## src/rtl/fir_band_level_meter.sv

```systemverilog
// Per-band level meter: sign-magnitude FIR samples -> windowed mean magnitude,
// peak and clip, published with a one-cycle valid at each 2^WIN_LOG2-sample boundary.
module fir_band_level_meter #(
   parameter int WIN_LOG2 = 5
) (
   input  logic       clk,
   input  logic       rst,
   input  logic       sample_valid,
   input  logic [9:0] fir_in,
   input  logic       restart,
   input  logic [8:0] thr,
   output logic [9:0] level,
   output logic [8:0] peak,
   output logic       clip,
   output logic       above_thr,
   output logic       level_valid
);

   localparam int MAG_W = 9;
   localparam int ACC_W = MAG_W + WIN_LOG2;

   typedef enum logic {IDLE, ACC} state_t;

   state_t              state, state_nxt;
   logic [MAG_W-1:0]    mag_p1;
   logic                vld_p1;
   logic [ACC_W-1:0]    acc_p2;
   logic [MAG_W-1:0]    pk_p2;
   logic                clp_p2;
   logic [WIN_LOG2-1:0] cnt_p2;

   logic                take, publish;
   logic [ACC_W-1:0]    acc_sum;
   logic [MAG_W-1:0]    pk_nxt, lvl_nxt;
   logic                clp_nxt;
   logic                unused_sign;

   // The window sum is always < 512*N, so the shifted mean fits in MAG_W bits.
   function automatic logic [MAG_W-1:0] win_avg(input logic [ACC_W-1:0] sum);
      return MAG_W'(sum >> WIN_LOG2);
   endfunction

   assign unused_sign = fir_in[9];

   always_comb begin
      take      = vld_p1 && !restart;
      publish   = take && (&cnt_p2);
      acc_sum   = acc_p2 + ACC_W'(mag_p1);
      pk_nxt    = (mag_p1 > pk_p2) ? mag_p1 : pk_p2;
      clp_nxt   = clp_p2 | (&mag_p1);
      lvl_nxt   = win_avg(acc_sum);
      state_nxt = state;
      case (state)
         IDLE:    if (take) state_nxt = ACC;
         ACC:     state_nxt = ACC;
         default: state_nxt = IDLE;
      endcase
      if (restart) state_nxt = IDLE;
   end

   always_ff @(posedge clk or negedge rst) begin
      if (!rst) state <= IDLE;
      else      state <= state_nxt;
   end

   // p1: input register; restart discards the sample arriving with it
   always_ff @(posedge clk or negedge rst) begin
      if (!rst) begin
         mag_p1 <= '0;
         vld_p1 <= 1'b0;
      end else begin
         mag_p1 <= fir_in[8:0];
         vld_p1 <= sample_valid && !restart;
      end
   end

   // p2: window accumulation; cleared on restart or on the publishing edge
   always_ff @(posedge clk or negedge rst) begin
      if (!rst) begin
         acc_p2 <= '0;
         pk_p2  <= '0;
         clp_p2 <= 1'b0;
         cnt_p2 <= '0;
      end else if (restart || publish) begin
         acc_p2 <= '0;
         pk_p2  <= '0;
         clp_p2 <= 1'b0;
         cnt_p2 <= '0;
      end else if (take) begin
         acc_p2 <= acc_sum;
         pk_p2  <= pk_nxt;
         clp_p2 <= clp_nxt;
         cnt_p2 <= cnt_p2 + WIN_LOG2'(1);
      end
   end

   // Published outputs hold between pulses
   always_ff @(posedge clk or negedge rst) begin
      if (!rst) begin
         level       <= '0;
         peak        <= '0;
         clip        <= 1'b0;
         above_thr   <= 1'b0;
         level_valid <= 1'b0;
      end else begin
         level_valid <= publish;
         if (publish) begin
            level     <= {1'b0, lvl_nxt};
            peak      <= pk_nxt;
            clip      <= clp_nxt;
            above_thr <= (lvl_nxt > thr);
         end
      end
   end

endmodule
```

## config.mk

```make
export PLATFORM = sky130hd
export DESIGN_NAME = fir_band_level_meter
export DESIGN_NICKNAME = d
export VERILOG_FILES = /design/src/rtl/fir_band_level_meter.sv
export SDC_FILE = /design/constraint.sdc
export NUM_CORES = 1
export LEC_CHECK = 0
export BUFFER_PORTS_ARGS = -buffer_cell sky130_fd_sc_hd__buf_2
export CAP_MARGIN = 20
export CORE_UTILIZATION = 57
export CTS_BUF_LIST = sky130_fd_sc_hd__clkbuf_16
export DETAILED_ROUTE_END_ITERATION = 7
export GPL_TIMING_DRIVEN = 0
export PLACE_DENSITY = 0.79
export SLEW_MARGIN = 5
export SYNTH_ARGS = -nofsm -noshare
export SYNTH_HDL_FRONTEND = slang
export SYNTH_SLANG_ARGS = --single-unit
```

## constraint.sdc

```tcl
create_clock -name clk -period 3.3 [get_ports clk]
set_input_delay 0.165 -clock clk [delete_from_list [all_inputs] [get_ports clk]]
set_output_delay 0.165 -clock clk [all_outputs]
set_load 0.02 [all_outputs]
```

==> results summary, run 1 <==
The run finished with clean final reports. The TritonCTS clock tree is built. The full die area came out at 5959 µm². The worst hold slack is 0.05607 ns. The warning count from the yosys run came out at 0. The mean number of vias per cell is 5.739.

The final standard cell count with taps included and fillers excluded came out at 460. The final global-route overflow total is 0. The number of antenna violations at the first check in global routing is 0. The worst hold path cell count came out at 2. The top-level port count is 45. Leaving out fill and tap cells, the most frequent cell in the layout is dfrtp_1.

The DRC marker count from the first detailed-route iteration is around 210. The count of max-cap constraint violations is 0. The final-layout fill cell count came out at 406. The global-route usage over all layers came out at between 20% and 30%. The core outline area came out at 5473 µm². The post-route fraction of the period consumed by the critical path is 95.22%. The total power per unit cell area is 469.9 nW/µm². The average cell area after synthesis is 10.20 µm². The number of clock sinks seen by CTS is 60. The number of nets at the end of the flow is between 400 and 500. The final count of pins violating max slew is 0. The capturing element type of the critical path is a flip-flop.

The number of cells on the worst reg-to-reg path came out at 13. The number of nets in the synthesized netlist came out at 369. The clock transition at the registers of the reported paths is approximately 0.05 ns.

In the final routed layout, each cell accounts on average for around 15 µm. Counting flops and latches in the post-synthesis netlist gives 60. The final count of negative-setup-slack endpoints came out at 0. The number of vias in the routed layout came out at ~2600. Data on the critical path arrives at its endpoint at 3.34 ns.

For this design the static power due to leakage is 2.048 nW. The number of placed instances, taps included, is 431. The hold-critical path endpoint is vld_p1$_DFF_PN0_. The maximum fanout encountered on the critical timing path came out at 3. The final worst-path setup slack came out at 0.1576 ns.

The number of endpoints with negative hold slack in the final report is 0. The first TritonRoute pass finished after 4 iterations. The count of buffers added on input and output ports is 42. CTS placed an instance of clkbuf_16 at the clock tree root. In this run the number of H-tree levels came out at 3. The class of the most critical setup path is flip-flop to flip-flop. The cell type with the largest total area after synthesis is dfrtp_1. The time the final worst path needs with I/O delays and setup is ~3.1 ns. The hold path startpoint is sample_valid. The number of global-route vias before repair is ~2500. For this run, asynchronously set or reset flops after synthesis account for 100.0%.

The die is 77.20 µm tall. The overall routed net length came out at about 7.0 mm. In the post-synthesis netlist, the biggest area contributors are dfrtp_1, ha_1, a22o_1. The post-route antenna net violation count came out at 0. The design draws 0.001867 W. The synthesized instance count is 316. In the layout the commonest cells are dfrtp_1, buf_2, nand2_1. The number of enable flip-flop cells after synthesis came out at 0.

At the end of routability-driven placement, the weighted congestion stood at approximately 0.84. OpenSTA, run right after detailed placement, puts the worst setup slack at -0.3957 ns. 0 antenna diodes ended up in the layout. The worst min-delay path class is primary input to flip-flop. In this run the tightest slew margin relative to its limit is 53.06%.

The largest clock skew in the final design came out at between 0.008 and 0.009 ns. The proportion of netlist area held by the largest area contributor is 46.58%. The highest attainable clock frequency is around 320 MHz. The critical path data required time came out at 3.50 ns.

The share of cells above drive strength 1 came out at 21.13%. TritonCTS created 9 clock buffers. The cell area that synthesis handed to floorplanning was 3223 µm². For the pin with the worst max-slew slack, the measured transition is 0.7041 ns. The die outline width came out at approximately 77 µm.

The pin count of the biggest net entering global routing is 32. The growth of design area from synthesis to finish came out at 23.25%. The area occupied by multi-input gates is 1638 µm².

The portion of the post-synthesis area used by sequential elements came out at 46.58%. The largest voltage drop on the vdd net came out at ~0.30 mV. The worst reg2reg path endpoint is above_thr$_DFFE_PN0P_. The maximum count of clock buffers along a single path is 2. STA classifies the critical path startpoint as a flip-flop. The worst reg2reg path startpoint is mag_p1[0]$_DFF_PN0_. The clock reaches the later pin of the worst-skew pair after 0.33 ns.

The area taken by flip-flops and latches came out at 1503 µm². The standard-cell row count is 27. The starting density of the core came out at 58.89%. The worst reg-to-reg setup slack is approximately 0.16 ns. The wire length of the first global-routing pass is approximately 12 mm. Tracing the worst setup path back leads to its startpoint at mag_p1[0]$_DFF_PN0_. Among all flip-flop cells after synthesis, the most frequent one is dfrtp_1. The post-DP HPWL came out at roughly 5.0 mm. The number of library cell types mapped by synthesis came out at 48. For this run, design rule violations remaining after detail routing come to 0.
synth_stat cells (4+ instances only):
master and n:
inv_1 18, xor2_1 5, xnor2_1 4, nand2_1 34, mux2_2 6, a21o_1 5, dfrtp_1 60, a22o_1 16
nor2b_1 5, a211oi_1 5, nor2_1 23, o21ai_0 5, mux2i_1 8, clkbuf_1 8, a21oi_1 14, ha_1 29
nand4_1 6, o21ai_1 23, and3_1 5
state kept, by name (all words and copies together) (netlist names):
signal	count
mag_p1	9
vld_p1	1
pk_p2	9
level	9
clp_p2	1
clip	1
above_thr	1
level_valid	1
cnt_p2	5
peak	9
acc_p2	14
area by class of cell:
class                   instances  area share (%)
multi-input cells             226           41.23
flip-flops and latches         60           37.83
repair buffers                 57           9.071
clock buffers                   9           5.669
well taps                      72           2.268
inverters                      19           1.795
plain buffers                  11           1.512
clock inverters                 6          0.6299
critical path, stage by stage, from the launching register on:
cell and delay, ns:
dfrtp_2 0.41, ha_2 0.21, fa_2 0.41, a211oi_4 0.25
o21bai_2 0.11, a211oi_2 0.28, nor2_2 0.09, xnor2_2 0.23
inv_1 0.09, ha_1 0.30, nand4_1 0.13, a21oi_1 0.07
o31ai_2 0.34, o21ai_1 0.09
routing by layer:
layer	up-vias	share of wire (%)	track usage, %
li1	1268	-	-
met1	1284	45	34.84
met2	77	48	41.95
met3	11	4.3	5.119
met4	0	1.9	11.70
met5	-	0	0
cells by family (layout without fill, tap and decap cells):
| logic type | after synthesis | after routing | synth area share, % |
|---|---|---|---|
| multiplexers | 14 | 14 | 4.581 |
| other | 1 | 1 | 0.1163 |
| XOR/XNOR | 9 | 9 | 2.445 |
| flip-flops | 60 | 60 | 46.58 |
| adder cells (fa/ha/maj) | 30 | 30 | 11.88 |
| buffers and inverters | 30 | 102 | 4.076 |
| AO/OA/AOI/OAI | 87 | 87 | 18.13 |
| AND/OR/NAND/NOR | 85 | 85 | 12.19 |
how the worst max path moves through the flow:
stage,endpoint,slack (ns),cells past startpoint
after floorplan,above_thr$_DFFE_PN0P_,0.31,13
after CTS,above_thr$_DFFE_PN0P_,0.01,13
after global placement,above_thr$_DFFE_PN0P_,-0.30,13
after global routing,above_thr$_DFFE_PN0P_,-0.003,13
final,above_thr$_DFFE_PN0P_,0.16,13
after detailed placement,above_thr$_DFFE_PN0P_,-0.40,13
per-stage QoR:
step	setup TNS, ns	cell area (µm²)	util [%]
after floorplan	0	3223	-
final	0	3973	72.59
after CTS	0	3923	71.67
after global placement	-0.2992	3523	64.38
after detailed placement	-0.3957	3543	64.75
after global routing	-0.002911	3973	72.59
where the power goes:
group / total (W) / internal, W / switching [W]
Clock: 0.000798 / 0.000488 / 0.000310
Sequential: 0.000784 / 0.000762 / 0.0000224
Combinational: 0.000285 / 0.000124 / 0.000160
timing repair:
action / in CTS / in global routing
setup buffers: 1 / 3
pin swaps: 2 / 8
gates resized for setup: 5 / 6
hold buffers: 10 / 0
endpoints found under the hold margin: 38 / 0
setup endpoints to repair: 1 / 1
Note: power is estimated with default switching activity, not from simulation.
==> inputs of run 2 (changes only) <==
--- a/config.mk
+++ b/config.mk
@@ -11,6 +11,7 @@
 export CTS_BUF_LIST = sky130_fd_sc_hd__clkbuf_16
 export DETAILED_ROUTE_END_ITERATION = 7
 export GPL_TIMING_DRIVEN = 0
+export MAX_ROUTING_LAYER = met4
 export PLACE_DENSITY = 0.79
 export SLEW_MARGIN = 5
 export SYNTH_ARGS = -nofsm -noshare
==> results summary, run 2 (same netlist as run 1, synthesis figures left out) <==
The die outline width came out at 77.20 µm (unchanged). The DRC marker count from the first detailed-route iteration is 198 (-6.6%). The wire length of the first global-routing pass came out at 11.95 mm (unchanged). The final-layout fill cell count is 406 (unchanged). The antenna diode instance count is 0 (unchanged). The count of buffers from port buffering came to 42 (unchanged).

The final global-route overflow total is 0 (unchanged). The total power per unit cell area came out at 470.5 nW/µm² (+0.12%). The total instance count after detailed placement is 431 (unchanged).

The critical path data required time is 3.50 ns (about the same). The remaining max-slew budget at the tightest pin is 53.19% (+0.13 points). The full die area was 5959 µm² (unchanged).

The run finished with clean final reports. The number of vias in the routed layout is 2624 (-0.61%). The cell chosen for the clock root is clkbuf_16. The number of antenna violations at the first check in global routing is 0 (unchanged). The time the final worst path needs with I/O delays and setup is 3.138 ns (-0.004499 ns). The post-DP HPWL is 4.972 mm (unchanged). The number of global-route vias before repair came out at 2532 (+0.44%). The worst setup path is captured at a flip-flop.

The overall routed net length is 7.050 mm (+0.33%). The number of endpoints with negative hold slack in the final report is 0 (unchanged). The number of H-tree levels is 3 (unchanged).

The worst setup path is of the flip-flop to flip-flop kind. The maximum count of clock buffers along a single path was 2 (unchanged). The placed instance area is 3543 µm² (unchanged). The clock latency on the worst-skew pair was 0.33 ns (about the same). The stage delay of the slowest cell on the critical path is 0.41 ns (about the same). The utilization of the core after routing is 72.59% (unchanged). Leaving out fill and tap cells, the most frequent cells in the layout are dfrtp_1, buf_2, nand2_1. The largest clock skew in the final design came out at 0.006378 ns (-0.001646 ns).

The overall power after layout is 0.001869 W (+0.12%). The critical path launch point type is a flip-flop. The standard-cell row count came out at 27 (unchanged).

The clock transition at the registers of the reported paths is 0.05 ns (about the same). The number of clock sinks seen by CTS came out at 60 (unchanged). The remaining design rule violation count came out at 0 (unchanged).

The highest attainable clock frequency is 318.7 MHz (+0.14%). The endpoint arrival time on the critical path is 3.34 ns (about the same). The placer's final routability congestion estimate is 0.8528 (+1.5%). The number of buffers created by CTS came out at 9 (unchanged). The final count of pins violating max slew is 0 (unchanged). The count of max-cap constraint violations is 0 (unchanged). Walking the worst path, the cells encountered are ha_2 > fa_2 > a211oi_4 > o21bai_2 > a211oi_2 > nor2_2 > xnor2_2 > inv_1 > ha_1 > nand4_1 > a21oi_1 > o31ai_2 > o21ai_1. The global-route usage over all layers came out at 27.15% (+0.79 points). The routed length per placed instance came to 15.33 µm (+0.33%). The worst hold slack came out at 0.05329 ns (-0.002778 ns).

The pin count of the biggest net entering global routing is 32 (unchanged). The share of cells above drive strength 1 is 21.13% (unchanged). The final count of negative-setup-slack endpoints was 0 (unchanged). Ranked by flip-flop count, first place goes to acc_p2. The post-route antenna net violation count was 0 (unchanged). The growth of design area from synthesis to finish came out at 23.25% (unchanged). The iteration count of the initial detailed-routing pass is 4 (unchanged).

The starting density of the core came out at 58.89% (unchanged). The maximum fanout encountered on the critical timing path is 3 (unchanged). The top-level port count came out at 45 (unchanged). The post-route fraction of the period consumed by the critical path came out at 95.09% (-0.14 points). The library cell used most frequently in the layout, excluding fill and tap cells, is dfrtp_1.

The mean number of vias per cell is 5.704 (-0.61%). The flip-flop count of the largest register, all copies and words added is 14 (unchanged). The final standard cell count with taps included and fillers excluded is 460 (unchanged). The leakage power figure came out at 2.048 nW (unchanged). TritonCTS built the clock tree. The die height is 77.20 µm (unchanged). The core outline area is 5473 µm² (unchanged). The slew at the pin closest to its max-slew limit was 0.7021 ns (-0.001910 ns).

The number of nets at the end of the flow is 437 (unchanged). The largest voltage drop on the vdd net came out at 0.3060 mV (+0.89%). The post-route cell area came out at 3973 µm² (unchanged). The largest individual stage delay along the critical path comes from the cell dfrtp_2.

The worst min-delay path class is primary input to flip-flop.
## run 2: cell counts in the layout (fill, tap and decap cells not counted)
No cell type changed its count.
## run 2: report_power, final
group          leakage (nW)  total, W  internal (W)  switching, W
logic                  1.11  0.000285      0.000124      0.000161
clock network         0.133  0.000800      0.000488      0.000311
registers             0.808  0.000784      0.000762     0.0000222
total                  2.05   0.00187       0.00137      0.000495
## run 2: layer usage
metal	vias up	share of wire, %	track usage [%]
li1	1272	-	-
met1	1284	46	34.84
met2	60	48	42.04
met3	8	4.4	5.119
met4	0	1.6	11.70
met5	-	0	-
## run 2: final timing paths
kind | from | to | slack, ns | cells past startpoint
setup / recovery | mag_p1[0]$_DFF_PN0_ | above_thr$_DFFE_PN0P_ | 0.16 | 13
hold / removal | sample_valid | vld_p1$_DFF_PN0_ | 0.05 | 2
setup reg to reg | mag_p1[0]$_DFF_PN0_ | above_thr$_DFFE_PN0P_ | 0.16 | 13
hold reg to reg | level[1]$_DFFE_PN0P_ | level[1]$_DFFE_PN0P_ | 0.47 | 2
max in group asynchronous | rst | mag_p1[0]$_DFF_PN0_ | 2.26 | 3
min in group asynchronous | rst | pk_p2[4]$_DFFE_PN0P_ | 0.42 | 2
## run 2: area by class of cell
class,instances,area [µm²],share of cell area [%]
buffer,11,60.06,1.512
clock buffer,9,225.2,5.669
clock inverter,6,25.02,0.6299
inverter,19,71.32,1.795
multi-input combinational,226,1638,41.23
sequential,60,1503,37.83
tap,72,90.09,2.268
timing repair buffer,57,360.3,9.071
## run 2: per-stage QoR
stage | setup TNS, ns | setup slack [ns]
after global routing | -0.002978 | -0.002978
after global placement | -0.2992 | -0.2992
after floorplan | 0 | 0.3074
after CTS | 0 | 0.01050
final | 0 | 0.1621
after detailed placement | -0.3957 | -0.3957
## run 2: critical path, delay by kind of cell, from the launching register on
family                   cells  cell delay [ns]
AO/OA/AOI/OAI                6             1.14
XOR/XNOR                     1             0.23
adder cells (fa/ha/maj)      3             0.92
buffers and inverters        1             0.09
flip-flops                   1             0.41
AND/OR/NAND/NOR              2             0.23
## run 2: what timing repair did
item	CTS	global route
pin swaps	2	8
endpoints found under the hold margin	38	0
setup buffers	1	3
setup endpoints to repair	1	1
resized for setup	5	6
hold buffers	10	0
==> inputs of run 3 (changes only) <==
--- a/config.mk
+++ b/config.mk
@@ -7,13 +7,16 @@
 export LEC_CHECK = 0
 export BUFFER_PORTS_ARGS = -buffer_cell sky130_fd_sc_hd__buf_2
 export CAP_MARGIN = 20
-export CORE_UTILIZATION = 57
+export CELL_PAD_IN_SITES_DETAIL_PLACEMENT = 0
+export CELL_PAD_IN_SITES_GLOBAL_PLACEMENT = 1
+export CORE_UTILIZATION = 45
 export CTS_BUF_LIST = sky130_fd_sc_hd__clkbuf_16
 export DETAILED_ROUTE_END_ITERATION = 7
 export GPL_TIMING_DRIVEN = 0
 export MAX_ROUTING_LAYER = met4
-export PLACE_DENSITY = 0.79
+export PLACE_DENSITY_LB_ADDON = 0.1
 export SLEW_MARGIN = 5
 export SYNTH_ARGS = -nofsm -noshare
 export SYNTH_HDL_FRONTEND = slang
 export SYNTH_SLANG_ARGS = --single-unit
+export TNS_END_PERCENT = 30
==> results summary, run 3 (same netlist as run 1, synthesis figures left out) <==
The total instance count after detailed placement is 454 (+5.3%). The count of max-cap constraint violations came out at 0 (unchanged). The post-route fraction of the period consumed by the critical path is 94.47% (-0.62 points).

The post-route cell area came to 3991 µm² (+0.47%). The final count of negative-setup-slack endpoints came out at 0 (unchanged). The maximum fanout encountered on the critical timing path is 4 (+1). The worst register-to-register path begins at mag_p1[0]$_DFF_PN0_.

The leakage power figure is 2.038 nW (-0.49%). The number of clock sinks seen by CTS is 60 (unchanged). The total power per unit cell area came out at 480.8 nW/µm² (+2.2%). The stage delay of the slowest cell on the critical path came out at 0.43 ns (+0.02 ns).

The core outline area came to 6869 µm² (+26%). The signal on the critical path passes through ha_2 > fa_2 > a211oi_2 > o21bai_2 > a31o_1 > a21oi_2 > xnor2_2 > ha_1 > nor2b_1 > o21ai_1 > a21oi_1 > o31ai_1 > o21ai_1. The number of global-route vias before repair is 2451 (-3.2%).

The number of buffers created by CTS came out at 9 (unchanged). In this run the worst setup path terminates at above_thr$_DFFE_PN0P_. The share of cells above drive strength 1 came out at 20.47% (-0.67 points). The time the final worst path needs with I/O delays and setup is 3.117 ns (-0.02042 ns).

The library cell used most frequently in the layout, excluding fill and tap cells, is dfrtp_1. The routed length per placed instance is 14.98 µm (-2.2%). The iteration count of the initial detailed-routing pass came out at 4 (unchanged). The critical-path cell with the highest stage delay is dfrtp_2.

The final standard cell count with taps included and fillers excluded is 482 (+4.8%). The full die area came out at 7505 µm² (+26%). The clock transition at the registers of the reported paths is 0.05 ns (about the same).

The endpoint arrival time on the critical path came to 3.30 ns (-0.04 ns). The top cell types in the final layout, fill and taps aside, are dfrtp_1, buf_2, nand2_1. The DRC marker count from the first detailed-route iteration was 129 (-35%). The flow ran to the end, and the final reports show no timing, DRC or antenna violations. The standard-cell row count is 30 (+11%).

The final global-route overflow total came out at 0 (unchanged). The slew at the pin closest to its max-slew limit came out at 0.7550 ns (+0.05288 ns). The worst reg-to-reg setup slack is 0.18 ns (+0.02 ns). STA classifies the critical path endpoint as a flip-flop. The starting density of the core is 46.92% (-12 points). The cell type with the highest occurrence count on the critical path is o21ai_1. The die outline width is 86.63 µm (+12%).

The largest voltage drop on the vdd net is 0.2709 mV (-11%). The number of cells on the worst reg-to-reg path is 13 (unchanged). The antenna diode instance count is 0 (unchanged). The remaining max-slew budget at the tightest pin came out at 49.66% (-3.5 points). The overall routed net length is 7.222 mm (+2.4%).

The highest attainable clock frequency was 320.8 MHz (+0.66%). The top-level port count came out at 45 (unchanged). The count of buffers from port buffering came out at 42 (unchanged).

The post-DP HPWL came out at 4.931 mm (-0.81%). The number of vias in the routed layout is 2539 (-3.2%). The die height came to 86.63 µm (+12%).

Counting flops per register, the top entry is acc_p2. In this run the critical register-to-register path is captured at above_thr$_DFFE_PN0P_. The placer's final routability congestion estimate is 0.7989 (-6.3%). The final-layout fill cell count came to 627 (+54%). The number of antenna violations at the first check in global routing was 0 (unchanged). The worst setup path is of the flip-flop to flip-flop kind. The flip-flop count of the largest register, all copies and words added came out at 14 (unchanged). STA classifies the critical path startpoint as a flip-flop. The cell sitting at the root of the clock tree is a clkbuf_16.

The growth of design area from synthesis to finish is 23.84%. The maximum count of clock buffers along a single path is 2 (unchanged). The global-route usage over all layers came out at 21.99% (-5.2 points).

The number of endpoints with negative hold slack in the final report came out at 0 (unchanged). The number of nets at the end of the flow was 436 (-0.23%). The final count of pins violating max slew is 0 (unchanged). The largest clock skew in the final design was 0.006051 ns (-0.0003264 ns). The number of H-tree levels is 3 (unchanged). The pin count of the biggest net entering global routing was 61 (+91%). The placed instance area is 3556 µm² (+0.35%).

In this run the worst setup path begins at mag_p1[0]$_DFF_PN0_. The utilization of the core after routing is 58.11% (-14 points). The post-route antenna net violation count was 0 (unchanged).

The final worst-path setup slack came out at 0.1826 ns (+0.02042 ns). The pre-CTS setup slack came out at -0.2721 ns (+0.1237 ns). The clock latency on the worst-skew pair came to 0.32 ns (about the same). The wire length of the first global-routing pass came out at 11.94 mm (-0.11%).

The remaining design rule violation count came out at 0 (unchanged). The tightest min-delay check is of the primary input to flip-flop type. TritonCTS built the clock tree. The critical path data required time was 3.48 ns (-0.02 ns).

The mean number of vias per cell is 5.268 (-7.7%).
## run 3: worst max-delay path: cells and delay by family (launching register included)
kind	cells	cell delay, ns
flops	1	0.43
fa+ha+maj	3	0.87
simple gates	1	0.13
xor+xnor	1	0.17
compound gates	8	1.36
## run 3: worst min path at each step
stage	to	slack [ns]	cells after the start	startpoint
floorplan	above_thr$_DFFE_PN0P_	-0.13	0	rst
CTS	vld_p1$_DFF_PN0_	0.06	2	sample_valid
finish	vld_p1$_DFF_PN0_	0.07	2	sample_valid
global placement	mag_p1[0]$_DFF_PN0_	0.27	1	fir_in[0]
detailed placement	mag_p1[5]$_DFF_PN0_	0.27	1	fir_in[5]
global route	vld_p1$_DFF_PN0_	0.07	2	sample_valid
## run 3: through the flow
step	power, W	hold WS [ns]	setup TNS (ns)
CTS	0.001940	0.06035	0
detailed placement	0.001056	0.2750	-0.2721
global placement	0.001050	0.2728	-0.2379
floorplan	0.0009740	-0.1306	0
finish	0.001919	0.06620	0
global route	0.002016	0.07212	-0.03502
## run 3: what timing repair did
action | in CTS | in global routing
gates resized for setup | 4 | 4
setup buffers | 1 | 3
hold endpoints to repair | 69 | 0
pin swaps | 2 | 5
hold buffers | 10 | 0
setup endpoints to repair | 1 | 1
## run 3: metal layers
layer / track usage (%) / part of all wire, %
met1: 25.68 / 45
met4: 6.818 / 0.71
met5: - / 0
met3: 5.905 / 3.1
met2: 37.01 / 51
## run 3: report_power, final
part | switching [W] | internal, W
sequential | 0.0000222 | 0.000762
clock | 0.000294 | 0.000564
combinational | 0.000157 | 0.000120
## run 3: area by class of cell
class                   count  area [µm²]  share of cell area, %
well taps                  96       120.1                  3.009
multi-input cells         226        1623                  40.66
clock buffers               9       225.2                  5.643
inverters                  19       71.32                  1.787
repair buffers             56       342.8                  8.589
flip-flops and latches     60        1503                  37.65
plain buffers              11       60.06                  1.505
clock inverters             5       46.29                  1.160
